<file path="src/rtl/l2_line_mem_responder_if.sv">
// l2_line_mem_responder_if: L2-to-memory line request/response bundle
//   master: L2 controller (drives requests, receives ready/line)
//   slave : memory responder (receives requests, drives ready/line)
interface l2_line_mem_responder_if #(
    parameter int TNUM3      = 18,
    parameter int INUM3      = 8,
    parameter int LINE_WIDTH = 512
);
    logic                  read_L2_MEM;
    logic                  write_L2_MEM;
    logic [TNUM3-1:0]      tag_L2_MEM;
    logic [INUM3-1:0]      index_L2_MEM;
    logic [TNUM3-1:0]      write_tag_L2_MEM;
    logic [LINE_WIDTH-1:0] write_data_L2_MEM;
    logic                  ready_MEM_L2;
    logic [LINE_WIDTH-1:0] read_data_MEM_L2;
    modport master(
        output read_L2_MEM, write_L2_MEM, tag_L2_MEM, index_L2_MEM, write_tag_L2_MEM, write_data_L2_MEM,
        input  ready_MEM_L2, read_data_MEM_L2
    );
    modport slave(
        input  read_L2_MEM, write_L2_MEM, tag_L2_MEM, index_L2_MEM, write_tag_L2_MEM, write_data_L2_MEM,
        output ready_MEM_L2, read_data_MEM_L2
    );
endinterface

</file>
<file path="src/rtl/l2_line_mem_responder.sv">
// l2_line_mem_responder: serialises L2 line fills/write-backs onto a word-wide single-port BRAM
//   clk, rst          : clock, synchronous active-high reset
//   l2 (slave)        : line request bundle; ready_MEM_L2 pulses once per transaction
//   ram_en/we/addr/din: registered BRAM command; ram_dout returns RD_LAT cycles after a read
//   L2MEM_PERF_CNT_EN : when defined, adds rd_line_cnt_o / wr_line_cnt_o line counters
module l2_line_mem_responder #(
    parameter int RAM_WIDTH  = 32,
    parameter int LINE_WIDTH = 512,
    parameter int TNUM3      = 18,
    parameter int INUM3      = 8,
    parameter int ADDR_W     = 22,
    parameter int RD_LAT     = 1
) (
    input  logic                  clk,
    input  logic                  rst,
    l2_line_mem_responder_if.slave l2,
    output logic                  ram_en,
    output logic                  ram_we,
    output logic [ADDR_W-1:0]     ram_addr,
    output logic [RAM_WIDTH-1:0]  ram_din,
`ifdef L2MEM_PERF_CNT_EN
    output logic [31:0]           rd_line_cnt_o,
    output logic [31:0]           wr_line_cnt_o,
`endif
    input  logic [RAM_WIDTH-1:0]  ram_dout
);
    localparam int WORDS = LINE_WIDTH / RAM_WIDTH;
    localparam int BW    = $clog2(WORDS);
    localparam int AW    = TNUM3 + INUM3 + BW;
    typedef enum logic [2:0] {IDLE, WR, RD_ISSUE, RD_DRAIN, RESP, WAIT_DROP} state_t;
    state_t                          r_state;
    logic [BW-1:0]                   r_beat;
    logic [TNUM3-1:0]                r_tag;
    logic [TNUM3-1:0]                r_wtag;
    logic [INUM3-1:0]                r_idx;
    logic                            r_rd;
`ifdef L2MEM_PERF_CNT_EN
    logic                            r_wr;
`endif
    logic [WORDS-1:0][RAM_WIDTH-1:0] r_wdata;
    logic [WORDS-1:0][RAM_WIDTH-1:0] r_line;
    logic [WORDS-1:0][RAM_WIDTH-1:0] w_line;
    logic [RD_LAT-1:0]               r_vld;
    logic [BW-1:0]                   r_vbeat [RD_LAT];
    logic [BW-1:0]                   w_nbeat;
    assign w_nbeat = r_beat + 1'b1;
    function automatic logic [ADDR_W-1:0] f_addr(input logic [TNUM3-1:0] t, input logic [INUM3-1:0] i, input logic [BW-1:0] b);
        logic [AW-1:0] full;
        full = {t, i, b};
        return full[ADDR_W-1:0];
    endfunction
    // Line being assembled including the word arriving this cycle, so RESP can publish it on entry
    always_comb begin
        w_line = r_line;
        if (r_vld[RD_LAT-1]) w_line[r_vbeat[RD_LAT-1]] = ram_dout;
    end
    always_ff @(posedge clk) begin
        if (rst) begin
            r_state             <= IDLE;
            r_beat              <= '0;
            r_line              <= '0;
            r_vld               <= '0;
            ram_en              <= 1'b0;
            ram_we              <= 1'b0;
            ram_addr            <= '0;
            ram_din             <= '0;
            l2.ready_MEM_L2     <= 1'b0;
            l2.read_data_MEM_L2 <= '0;
`ifdef L2MEM_PERF_CNT_EN
            rd_line_cnt_o       <= '0;
            wr_line_cnt_o       <= '0;
`endif
        end else begin
            r_line          <= w_line;
            // Beat tag travels with the read so the capture slot is known when data returns
            r_vld[0]        <= ram_en & ~ram_we;
            r_vbeat[0]      <= r_beat;
            for (int i = 1; i < RD_LAT; i++) begin
                r_vld[i]   <= r_vld[i-1];
                r_vbeat[i] <= r_vbeat[i-1];
            end
            l2.ready_MEM_L2 <= 1'b0;
            case (r_state)
                IDLE: if (l2.read_L2_MEM | l2.write_L2_MEM) begin
                    r_tag    <= l2.tag_L2_MEM;
                    r_wtag   <= l2.write_tag_L2_MEM;
                    r_idx    <= l2.index_L2_MEM;
                    r_wdata  <= l2.write_data_L2_MEM;
                    r_rd     <= l2.read_L2_MEM;
`ifdef L2MEM_PERF_CNT_EN
                    r_wr     <= l2.write_L2_MEM;
`endif
                    r_beat   <= '0;
                    ram_en   <= 1'b1;
                    ram_we   <= l2.write_L2_MEM;
                    ram_addr <= f_addr(l2.write_L2_MEM ? l2.write_tag_L2_MEM : l2.tag_L2_MEM, l2.index_L2_MEM, '0);
                    ram_din  <= l2.write_data_L2_MEM[RAM_WIDTH-1:0];
                    r_state  <= l2.write_L2_MEM ? WR : RD_ISSUE;
                end
                WR: if (r_beat != BW'(WORDS-1)) begin
                    r_beat   <= w_nbeat;
                    ram_addr <= f_addr(r_wtag, r_idx, w_nbeat);
                    ram_din  <= r_wdata[w_nbeat];
                end else begin
                    r_beat          <= '0;
                    ram_we          <= 1'b0;
                    ram_en          <= r_rd;
                    ram_addr        <= r_rd ? f_addr(r_tag, r_idx, '0) : '0;
                    ram_din         <= '0;
                    l2.ready_MEM_L2 <= ~r_rd;
                    r_state         <= r_rd ? RD_ISSUE : RESP;
                end
                RD_ISSUE: if (r_beat != BW'(WORDS-1)) begin
                    r_beat   <= w_nbeat;
                    ram_addr <= f_addr(r_tag, r_idx, w_nbeat);
                end else begin
                    r_beat   <= '0;
                    ram_en   <= 1'b0;
                    ram_addr <= '0;
                    r_state  <= RD_DRAIN;
                end
                // r_beat doubles as the drain counter; the last word lands on the final drain cycle
                RD_DRAIN: if (r_beat == BW'(RD_LAT-1)) begin
                    r_beat              <= '0;
                    l2.ready_MEM_L2     <= 1'b1;
                    l2.read_data_MEM_L2 <= w_line;
                    r_state             <= RESP;
                end else begin
                    r_beat <= w_nbeat;
                end
                RESP: begin
`ifdef L2MEM_PERF_CNT_EN
                    rd_line_cnt_o <= rd_line_cnt_o + 32'(r_rd);
                    wr_line_cnt_o <= wr_line_cnt_o + 32'(r_wr);
`endif
                    r_state <= WAIT_DROP;
                end
                WAIT_DROP: if (!l2.read_L2_MEM && !l2.write_L2_MEM) r_state <= IDLE;
                default: r_state <= IDLE;
            endcase
        end
    end
endmodule
</file>
<file path="src/flat_wrapper.sv">
// flat-port wrapper written by rule: the top's interface ports become plain ports
module l2_line_mem_responder_flat 
#(
    parameter int RAM_WIDTH  = 32,
    parameter int LINE_WIDTH = 512,
    parameter int TNUM3      = 18,
    parameter int INUM3      = 8,
    parameter int ADDR_W     = 22,
    parameter int RD_LAT     = 1
)
  (clk, rst, ram_en, ram_we, ram_addr, ram_din, ram_dout, l2_read_L2_MEM, l2_write_L2_MEM, l2_tag_L2_MEM, l2_index_L2_MEM, l2_write_tag_L2_MEM, l2_write_data_L2_MEM, l2_ready_MEM_L2, l2_read_data_MEM_L2);
  l2_line_mem_responder_if #(.TNUM3(TNUM3), .INUM3(INUM3), .LINE_WIDTH(LINE_WIDTH)) l2_i ();
  input  logic clk;
  input  logic rst;
  output logic ram_en;
  output logic ram_we;
  output logic [ADDR_W-1:0] ram_addr;
  output logic [RAM_WIDTH-1:0] ram_din;
  input  logic [RAM_WIDTH-1:0] ram_dout;
  input wire logic [$bits(l2_i.read_L2_MEM)-1:0] l2_read_L2_MEM;
  input wire logic [$bits(l2_i.write_L2_MEM)-1:0] l2_write_L2_MEM;
  input wire logic [$bits(l2_i.tag_L2_MEM)-1:0] l2_tag_L2_MEM;
  input wire logic [$bits(l2_i.index_L2_MEM)-1:0] l2_index_L2_MEM;
  input wire logic [$bits(l2_i.write_tag_L2_MEM)-1:0] l2_write_tag_L2_MEM;
  input wire logic [$bits(l2_i.write_data_L2_MEM)-1:0] l2_write_data_L2_MEM;
  output wire logic [$bits(l2_i.ready_MEM_L2)-1:0] l2_ready_MEM_L2;
  output wire logic [$bits(l2_i.read_data_MEM_L2)-1:0] l2_read_data_MEM_L2;
  assign l2_i.read_L2_MEM = l2_read_L2_MEM;
  assign l2_i.write_L2_MEM = l2_write_L2_MEM;
  assign l2_i.tag_L2_MEM = l2_tag_L2_MEM;
  assign l2_i.index_L2_MEM = l2_index_L2_MEM;
  assign l2_i.write_tag_L2_MEM = l2_write_tag_L2_MEM;
  assign l2_i.write_data_L2_MEM = l2_write_data_L2_MEM;
  assign l2_ready_MEM_L2 = l2_i.ready_MEM_L2;
  assign l2_read_data_MEM_L2 = l2_i.read_data_MEM_L2;
  l2_line_mem_responder #(.RAM_WIDTH(RAM_WIDTH), .LINE_WIDTH(LINE_WIDTH), .TNUM3(TNUM3), .INUM3(INUM3), .ADDR_W(ADDR_W), .RD_LAT(RD_LAT)) u_core (.clk(clk), .rst(rst), .l2(l2_i), .ram_en(ram_en), .ram_we(ram_we), .ram_addr(ram_addr), .ram_din(ram_din), .ram_dout(ram_dout));
endmodule
</file>
<file path="config.mk">
export PLATFORM = sky130hd
export DESIGN_NAME = l2_line_mem_responder_flat
export DESIGN_NICKNAME = d
export VERILOG_FILES = /design/src/rtl/l2_line_mem_responder_if.sv /design/src/rtl/l2_line_mem_responder.sv /design/src/flat_wrapper.sv
export SDC_FILE = /design/constraint.sdc
export NUM_CORES = 2
export LEC_CHECK = 0
export BUFFER_PORTS_ARGS = -buffer_cell sky130_fd_sc_hd__buf_2
export CORE_ASPECT_RATIO = 0.7
export CORE_MARGIN = 4
export CORE_UTILIZATION = 30
export CTS_BUF_LIST = sky130_fd_sc_hd__clkbuf_8
export DETAILED_ROUTE_END_ITERATION = 6
export GPL_TIMING_DRIVEN = 0
export PLACE_DENSITY_LB_ADDON = 0.15
export SLEW_MARGIN = 20
export SYNTH_ARGS = -nofsm -noshare
export SYNTH_HDL_FRONTEND = slang
export SYNTH_SLANG_ARGS = --single-unit
</file>
<file path="constraint.sdc">
create_clock -name clk -period 56.3 [get_ports clk]
set_input_delay 5.63 -clock clk [delete_from_list [all_inputs] [get_ports clk]]
set_output_delay 5.63 -clock clk [all_outputs]
set_load 0.03 [all_outputs]
</file>
==> metrics.cfg <==
[outcome]
status=finished clean

[clock_tree]
h-tree-depth=5
cts_tree=built
cts-root-buf=clkbuf_8
cts_resized=0
cts_made_buffers=278
holdBufCountCts=0
post_cts_buffers=0
cts.sinks=1634
cts_buffer_depth=4
clk_latency_ps=890
clk_pin_slew_ps=60

[route]
drc=0
wl_um=254000
num_vias=43800
drt_iter0_drc=3481
routed_via_density=4.90
drtPass1Iterations=5
ant_nets=0
wl_per_cell_um=28.4

[finish]
nNetsFinal=6690
area_growth_pct=26.2
layout.cells.most_common_list=1287 x buf_2, 1136 x nor2_1, 1089 x dfxtp_1
mostFrequentLayoutCell=buf_2
layout-drive-gt1-share_pct=31.4
fillers=19400
finalCoreUtilization_pct=38.1

[yosys]
synth_area_per_cell_um2=12.6
netlist_area_um2=58200
synth_edf_count=545
syn_inst=4607
ys_types=44
ys_ff_latch=1634
synthFlopType=dfxtp_1
syn_nets=5201
async_flop_share_pct=0
yosysSeqAreaShare_pct=65.5
ys.warnings.count=0

[setup_path]
critPathKind=in2reg
path_max_fanout=13
endpoint_kind=flop
cp.required_ps=56880
cp_data_arrival_time_ps=9950
start_kind=primary input

[placed_design]
place.gp.congestion=0.863
io_buffers=1142
dp_hpwl_um=195000

[power_and_ir_drop]
ir_drop_mv=0.0214
power.density_nw_per_um2=48.2
finalPower_uw=3540
leakage_uw=0.0294

[timing]
worstMarginPinSlew_ps=1110
fin_skew_ps=52.0
setup_viol=0
rsz0062_at_grt=no
layout_min_cycle_time_ps=9380
maxSlewViolCount=0
hold_viol_final=0
max_freq_mhz=107
setup_tns_ps=0
slew_headroom_pct=26.1
period_share_pct=16.7

[global_route]
grt_pass1_vias=42900
grt.overflow.total=0
antenna_found_initial=119
grt_max_degree=14
grt_first_pass_wirelength_um=344000
track_usage_pct=24.3

[floorplanning]
core_um2=193000
die_x_um=535
std_cell_rows=135
start_util_pct=30.1
die_h_um=377
io_pins=1161
dieArea_um2=201000

[run]
maxCapViolCount=0

[worst_hold_path]
hp-class=reg2reg

[routing by layer]
layer | vias up | global-route usage [%] | part of all wire [%]
met5 | - | 0 | 0.043
met4 | 18 | 8.30 | 3.7
met3 | 498 | 5.48 | 6.7
met2 | 1646 | 38.3 | 45
met1 | 21900 | 32.9 | 44
li1 | 19700 | - | -
[cell usage after synthesis (3+ instances only)]
cell type | count | area share (%)
buf_6 | 11 | 0.21
nor2_1 | 1137 | 7.3
buf_1 | 5 | 0.032
nand3_1 | 5 | 0.043
mux2_2 | 64 | 1.2
o21ai_0 | 42 | 0.36
clkbuf_1 | 228 | 1.5
mux2i_1 | 523 | 9.0
nand3b_1 | 4 | 0.052
mux4_2 | 128 | 4.9
dfxtp_1 | 1089 | 37
edfxtp_1 | 545 | 28
a211oi_1 | 513 | 6.6
buf_2 | 143 | 1.2
inv_1 | 4 | 0.026
buf_4 | 3 | 0.039
nand2_1 | 7 | 0.045
nand2b_1 | 7 | 0.075
nor2b_1 | 4 | 0.043
a221oi_1 | 50 | 0.75
a21oi_1 | 10 | 0.086
nor3_1 | 55 | 0.47
[worst max-delay path: stages]
cell	delay, ps
buf_2	330
nor2_1	120
clkbuf_1	430
clkbuf_1	480
nor4_4	660
buf_6	260
buf_4	230
buf_6	180
buf_4	180
buf_4	230
buf_4	240
buf_4	240
buf_4	200
buf_6	170
buf_6	150
buf_6	170
[where the power goes]
part	leakage, µW	internal [µW]	switching [µW]
clock	0.00304	558	505
combinational	0.0124	328	677
sequential	0.0139	1400	72.0
[sequential cells by signal (all words and copies together) (netlist names)]
name,count
u_core.l2.read_data_MEM_L2,512
u_core.r_line,512
u_core.r_wdata,512
u_core.ram_din,32
u_core.ram_addr,22
u_core.r_tag,10
u_core.r_wtag,10
u_core.r_idx,8
u_core.r_beat,4
u_core.r_vbeat,4
u_core.r_state,3
u_core.l2.ready_MEM_L2,1
u_core.r_rd,1
u_core.r_vld,1
u_core.ram_en,1
u_core.ram_we,1
[through the flow]
step           cell area (µm²)  setup slack (ps)  std cells  hold slack, ps
6_report                 73500             46920       8933             487
5_1_grt                  73500             46770       8915             504
3_3_place_gp             67200              4290       8352             467
2_1_floorplan            58300             19570       4607             409
4_1_cts                  73400             46960       8891             491
3_5_place_dp             68100             45950       8419             478
[final cells by class]
class,count,area (µm²),share of cell area [%]
Inverter,4,15.0,0.0204
Timing Repair Buffer,1209,6510,8.86
Buffer,390,1790,2.43
Clock inverter,147,853,1.16
Antenna cell,42,105,0.143
Clock buffer,325,4470,6.08
Multi-Input combinational cell,2579,18400,25.0
Tap cell,2603,3260,4.43
Sequential cell,1634,38200,51.9
[worst paths after layout]
| check | start | endpoint | depth (start not counted) | slack [ps] |
|---|---|---|---|---|
| worst max register to register | u_core.r_beat[0] | u_core.ram_din[14] | 11 | 51620 |
| worst min-delay path | u_core.r_line[165] | u_core.r_line[165] | 2 | 490 |
| worst min register to register | u_core.r_line[165] | u_core.r_line[165] | 2 | 490 |
| worst max-delay path | l2_write_L2_MEM | u_core.r_wdata[260] | 16 | 46920 |
[logic make-up after synthesis]
kind of cell	Yosys count	synth area share (%)
and+or+nand+nor	1230	8.19
AOI/OAI and AO/OA	629	8.01
xor gates and xnor gates	3	0.0451
adders and majority gates	2	0.0430
muxes	715	15.2
DFF	1634	65.5
buffers and inverters	394	3.01
Note: power is estimated with default switching activity, not from simulation.
